===== config.mk =====
export PLATFORM = sky130hd
export DESIGN_NAME = des_block_serializer
export DESIGN_NICKNAME = d
export VERILOG_FILES = /design/src/rtl/des_block_serializer.sv
export SDC_FILE = /design/constraint.sdc
export NUM_CORES = 1
export LEC_CHECK = 0
export BUFFER_PORTS_ARGS = -buffer_cell sky130_fd_sc_hd__buf_4
export CORE_UTILIZATION = 40
export CTS_CLUSTER_SIZE = 40
export DETAILED_ROUTE_END_ITERATION = 10
export PLACE_DENSITY_LB_ADDON = 0.05
export SETUP_SLACK_MARGIN = 0.3
export SLEW_MARGIN = 40
export SYNTH_ARGS = -nofsm -noshare
export SYNTH_HDL_FRONTEND = slang
export SYNTH_SLANG_ARGS = --single-unit

===== constraint.sdc =====
create_clock -name clk -period 5.33 [get_ports clk]
set_clock_uncertainty 0.05 [all_clocks]
set_input_delay 0.533 -clock clk [delete_from_list [all_inputs] [get_ports clk]]
set_output_delay 0.533 -clock clk [all_outputs]
set_load 0.01 [all_outputs]

===== src/rtl/des_block_serializer.sv =====
// Block-to-byte serializer: buffers 64-bit ciphertext blocks in a small circular
// buffer and emits each block as eight bytes, MSB first, over a valid/ready link.
module des_block_serializer #(
  parameter int unsigned DEPTH = 2
) (
  input  logic        clk,
  input  logic        rst,
  input  logic [63:0] blk_in,
  input  logic        blk_valid,
  output logic        blk_ready,
  output logic [7:0]  byte_out,
  output logic        byte_valid,
  input  logic        byte_ready,
  output logic        byte_last,
  output logic        busy
);

  localparam int unsigned PW = (DEPTH > 1) ? $clog2(DEPTH) : 1;
  localparam int unsigned CW = PW + 1;
  localparam logic [PW-1:0] PtrMax = PW'(DEPTH - 1);
  localparam logic [CW-1:0] CntMax = CW'(DEPTH);

  logic [63:0]   mem [DEPTH];
  logic [PW-1:0] wr_ptr;
  logic [PW-1:0] rd_ptr;
  logic [CW-1:0] count;
  logic [2:0]    idx;

  logic          push;
  logic          byte_hs;
  logic          pop;
  logic [63:0]   head;
  logic [63:0]   head_shifted;

  // Ready comes from registered occupancy only; rst forces it low while asserted.
  assign blk_ready  = ~rst & (count < CntMax);
  assign byte_valid = (count != '0);
  assign busy       = (count != '0);
  assign byte_last  = byte_valid & (idx == 3'd7);

  assign push    = blk_valid & blk_ready;
  assign byte_hs = byte_valid & byte_ready;
  assign pop     = byte_hs & (idx == 3'd7);

  // Select the current byte of the head block, MSB first; zero when idle.
  always_comb begin
    head         = mem[rd_ptr];
    head_shifted = head << {idx, 3'b000};
    byte_out     = byte_valid ? head_shifted[63:56] : 8'h00;
  end

  // Block storage; only written on an accepted push, so no reset needed.
  always_ff @(posedge clk) begin
    if (push) begin
      mem[wr_ptr] <= blk_in;
    end
  end

  // Pointers, occupancy and byte index of the head block.
  always_ff @(posedge clk or posedge rst) begin
    if (rst) begin
      wr_ptr <= '0;
      rd_ptr <= '0;
      count  <= '0;
      idx    <= 3'd0;
    end else begin
      if (push) begin
        wr_ptr <= (wr_ptr == PtrMax) ? '0 : wr_ptr + 1'b1;
      end
      if (pop) begin
        rd_ptr <= (rd_ptr == PtrMax) ? '0 : rd_ptr + 1'b1;
      end
      if (byte_hs) begin
        idx <= idx + 3'd1;  // wraps 7 -> 0 at the block boundary
      end
      // Simultaneous push and final-byte pop leave occupancy unchanged.
      unique case ({push, pop})
        2'b10:   count <= count + 1'b1;
        2'b01:   count <= count - 1'b1;
        default: count <= count;
      endcase
    end
  end

endmodule


==> flow_summary.toml, run 1 <==
[status]
status = "finished clean"

[worst_setup_path]
cp_slowest_stage_delay_ns = 0.73
path_cells = "buf_4 > mux4_2 > mux2i_1 > o22ai_1 > buf_4"
crit_path_frequent_cell = "buf_4"
timing.critical_path.buf_inv = 2
end_kind = "output pin"
startpoint = "rd_ptr"
r2r_start = "count[1]"
cp.arrival_ns = 2.75
crit_family = "buffers and inverters"
start_kind = "register"
cp_max_fo = 29
slowest_stage = "dfrtp_2"
worstPathRequired_ns = 4.75
crit_type = "register to output pin"

[sta]
slew_headroom = 0.4797
setup_slack_ns = 2.001
tns_ns = 0
setup_viol = 0
rsz0062_at_grt = "false"
hold_viol = 0
fin_crit_sh = 0.6246
drv_slew = 0
period_needed_ns = 3.329
fin_hold_ws_ns = 0.01737
max_freq_mhz = 300.4
worst_pin_slew_ns = 0.7805

[synth]
synth.area.top_cells = "edfxtp_1 72%, mux2i_1 5.2%, mux4_2 5.1%"
synthesis.nets = 331
synth-xor-area-share = 0.009825
synth_top_cell_by_area = "edfxtp_1"
synth-compound-area-share = 0.03228
ys_warn_count = 0
synth.top_cell.area_share = 0.7186
syn-instance-count = 260
syn_avg_cell_area_um2 = 20.57
synthSimpleGateAreaFrac = 0.01895
synth_area_mm2 = 0.005349
yosys_register_bits = 135
synthMuxAreaShare = 0.1535
yosysSeqAreaShare = 0.7513
synth-adder-area-share = 0.007018
synthDistinctLibCells = 31
synth_top_family_by_area = "multiplexers"

[route]
wl_um = 9684
drt_iter0_drc = 148
vias = 2621
drtAntennaViolNets = 0
wl_per_cell_um = 18.20
drcViolationCount = 0
firstDrtPassIters = 4
viasPerCell = 4.927

[hold_path]
holdCritPathClass = "primary input to async pin"

[placed_design]
place_ws_ns = 2.367
dp_hpwl_um = 6160
portBuffers = 79
place.gp.congestion = 0.7036

[clock_network]
clock_path_buffers = 2
path_clk_slew_ns = 0.05
cts_hold_buf = 0
cts-root-buf = "clkbuf_16"
insertion_delay_ns = 0.41
cts_made_buffers = 17
cts.sinks = 135
cts_setup_buffers = 0
cts_resized = 0
cts-htree-levels = 4
cts_tree = "yes"

[flow_run]
maxCapViolCount = 0

[power_and_ir_drop]
leakagePower_nw = 2.359
p_per_area_mw_per_mm2 = 511.7
vdd_drop_max_mv = 0.2248

[final_layout]
post-route-util = 0.5109
drive_gt1_frac = 0.3639
final_common_cell = "edfxtp_1"
area_delta_synth_final_pct = 22.50
nets = 420
final_cell_mix = "128 x edfxtp_1, 82 x buf_4, 28 x mux2i_1"
antennaDiodeCount = 0

[floorplan]
die_w_um = 117.6
coreArea_mm2 = 0.01282
pin_count = 80
rows = 41
fp.dieH_um = 117.6
start_util = 0.4171
die_area_mm2 = 0.01384

[grt]
first_global_vias = 2799
grt_usage = 0.1542
grt_overflow = 0
grt_first_pass_wirelength_um = 15260
grt_max_degree = 56
antenna_found_initial = 0
stage by stage:
step | power [mW] | instances | area, um2
after global placement | 2.404 | 502 | 6048
after global routing | 3.527 | 532 | 6553
final | 3.353 | 532 | 6553
after CTS | 3.414 | 532 | 6553
after floorplan | 2.133 | 260 | 5349
after detailed placement | 2.409 | 502 | 6051
worst paths after layout:
path                       slack [ns]  cells past startpoint          end
hold reg to reg                  0.46                      1     count[1]
hold / removal                   0.02                      2     count[1]
max in group asynchronous        4.98                      2       idx[0]
min in group clk                 0.26                      1   mem[0][39]
setup reg to reg                 3.13                      4    mem[0][8]
setup / recovery                 2.00                      5  byte_out[4]
cells in the mapped netlist, drive strengths merged:
master / count
mux2i: 28
and2b: 2
edfxtp: 128
o21ai: 2
or2: 1
o211ai: 6
buf: 9
dfrtp: 7
and2: 1
o21bai: 1
ha: 3
a21oi: 2
mux2: 10
clkbuf: 3
xnor2: 4
and3: 2
nor2: 6
a22oi: 6
mux4: 18
nand2: 10
inv: 1
xor2: 2
o22ai: 8
per-layer routing:
layer,part of all wire,global-route usage
met1,0.46,0.1965
met2,0.49,0.2408
met3,0.037,0.04603
met4,0.017,0.07452
met5,0,0
worst reg2reg max path: cells and delay by family (launching register included):
| family | cells | cell delay (ns) |
|---|---|---|
| AND/OR/NAND/NOR | 3 | 0.66 |
| flip-flops | 1 | 0.40 |
| buffers and inverters | 1 | 0.66 |
report_power, final:
group	internal (mW)	switching, mW	total, mW
combinational	0.470	0.438	0.908
sequential	1.31	0.137	1.45
clock	0.621	0.377	0.999
flip-flops by register name, indices dropped and copies added, names as in the netlist:
register	flops
count	2
idx	3
mem	128
rd_ptr	1
wr_ptr	1
cells by family (layout without fill, tap and decap cells):
family                     Yosys count  after routing
DFF                                135            135
muxes                               56             56
AOI/OAI and AO/OA                   25             25
and+or+nand+nor                     22             22
buffers and inverters               13            113
xor gates and xnor gates             6              6
adders and majority gates            3              3
layout make-up:
type / instances / area (um2)
clock inverter: 9 / 61.31
tap: 172 / 215.2
inverter: 1 / 3.754
sequential: 135 / 4023
fill: 1073 / 6272
clock buffer: 21 / 440.4
timing repair buffer: 82 / 615.6
multi-input combinational: 112 / 1194
(Power assumes the default switching activity.)
==> run 2: changes to the inputs <==
==> constraint.sdc (replaced) <==
create_clock -name clk -period 3 [get_ports clk]
set_clock_uncertainty 0.05 [all_clocks]
set_input_delay 0.3 -clock clk [delete_from_list [all_inputs] [get_ports clk]]
set_output_delay 0.3 -clock clk [all_outputs]
set_load 0.01 [all_outputs]
==> flow_summary.toml, run 2 (synthesis gave the netlist of run 1 again) <==
[status]
status = "finished clean"

[final_layout]
fill_cells = 1085
area_delta_synth_final_pct = 25.10
stdcell_count = 542
final_cell_mix = "128 x edfxtp_1, 88 x buf_4, 28 x mux2i_1"
antennaDiodeCount = 0
postLayoutCellArea_mm2 = 0.006691
top_regs = "mem (128), idx (3), count (2)"
multi_input_area_mm2 = 0.001194
largest_reg_flops = 128
regArea_mm2 = 0.004023
post-route-util = 0.5218
regMostFlops = "mem"
nets = 431
drive_gt1_frac = 0.3811
final_common_cell = "edfxtp_1"

[power_and_ir_drop]
p_per_area_mw_per_mm2 = 919.1
power_mw = 6.150
vdd_drop_max_mv = 0.3492
leakagePower_nw = 2.435

[floorplan]
die_area_mm2 = 0.01384
die_w_um = 117.6
coreArea_mm2 = 0.01282
pin_count = 80
rows = 41
fp.dieH_um = 117.6
start_util = 0.4171

[worst_setup_path]
crit_family = "multiplexers"
start_kind = "register"
timing.critical_path.buf_inv = 2
cp.arrival_ns = 2.23
crit_type = "register to output pin"
cp_max_fo = 8
crit_path_frequent_cell = "buf_4"
end_kind = "output pin"
rr_endpoint = "count[1]"
r2r_start = "idx[1]"
r2r_slack_ns = 0.89
cp_slowest_stage_delay_ns = 0.56
path_cells = "buf_4 > mux4_1 > mux2i_1 > o22ai_1 > buf_4"
worstPathRequired_ns = 2.65
critical_path_depth = 5
reg2regPathDepth = 7
slowest_stage = "mux4_1"

[clock_network]
insertion_delay_ns = 0.41
cts_made_buffers = 17
cts.sinks = 135
path_clk_slew_ns = 0.05
cts-root-buf = "clkbuf_16"
cts-htree-levels = 4
cts_tree = "yes"
clock_path_buffers = 2

[sta]
period_needed_ns = 2.583
hold_viol = 0
setup_viol = 0
setup_slack_ns = 0.4173
tns_ns = 0
fin_hold_ws_ns = 0.02233
rsz0062_at_grt = "false"
drv_slew = 0
max_freq_mhz = 387.2
fin_crit_sh = 0.8609
worst_pin_slew_ns = 0.6957
slew_headroom = 0.5352

[hold_path]
min_to = "mem[0][17]"
hold_depth = 1
holdCritPathClass = "primary input to register"
min-delay-start = "blk_in[17]"

[grt]
grt_max_degree = 65
grt_first_pass_wirelength_um = 15370
grt_overflow = 0
grt_usage = 0.1530
antenna_found_initial = 0
first_global_vias = 2780

[placed_design]
place.gp.congestion = 0.6710
portBuffers = 79
dpl_cell_area_mm2 = 0.006116
place_ws_ns = 0.7816
place_inst = 506
dp_hpwl_um = 6280

[flow_run]
maxCapViolCount = 0

[route]
drtAntennaViolNets = 0
viasPerCell = 4.865
firstDrtPassIters = 4
drt_iter0_drc = 115
wl_per_cell_um = 18.33
wl_um = 9935
vias = 2637
drcViolationCount = 0
## run 2: cell types whose count changed in the layout (fill, tap and decap cells not counted), moves of 2 or more
cell | previous run | this run
clkinv_2 | 1 | 3
dfrtp_1 | 4 | 6
buf_4 | 82 | 88
dfrtp_2 | 3 | 0
clkinv_1 | 7 | 4
buf_12 | 0 | 3
## run 2: final cells by class
cell class | count | area share
Sequential cell | 135 | 0.6012
Multi-Input combinational cell | 112 | 0.1784
Timing Repair Buffer | 93 | 0.1129
Clock buffer | 21 | 0.06582
Tap cell | 172 | 0.03216
Clock inverter | 8 | 0.008975
Inverter | 1 | 0.0005610
## run 2: timing repair
item                                    4_1_cts  5_1_grt
gates resized for setup                       0        1
hold buffers                                  1        0
buffers inserted                              0        5
endpoints found under the hold margin         7        0
endpoints found under the setup margin        0        5
## run 2: routing by layer
| layer | share of wire | GRT usage | vias up |
|---|---|---|---|
| met3 | 0.037 | 0.04264 | 13 |
| li1 | - | - | 1260 |
| met4 | 0.019 | 0.08173 | 0 |
| met5 | 0 | 0 | - |
| met1 | 0.47 | 0.2085 | 1304 |
| met2 | 0.47 | 0.2224 | 60 |
## run 2: worst max-delay path by stage
stage | slack, ns | to | from
after CTS | 0.34 | byte_out[0] | rd_ptr
after global placement | 0.77 | byte_out[3] | rd_ptr
final | 0.42 | byte_out[0] | rd_ptr
after global routing | 0.34 | byte_out[1] | idx[1]
after floorplan | 0.77 | mem[0][0] | count[1]
after detailed placement | 0.78 | byte_out[0] | rd_ptr
## run 2: power by group
part | switching, mW | leakage (nW) | internal (mW)
combinational | 0.924 | 0.943 | 0.969
clock | 0.683 | 0.246 | 1.11
sequential | 0.144 | 1.25 | 2.33
## run 2: worst reg2reg max path, stage by stage, from the launching register on
cell,delay [ns]
dfrtp_1,0.60
buf_4,0.27
ha_1,0.17
ha_1,0.15
and3_1,0.23
ha_1,0.28
nor2_1,0.13
xor2_1,0.15
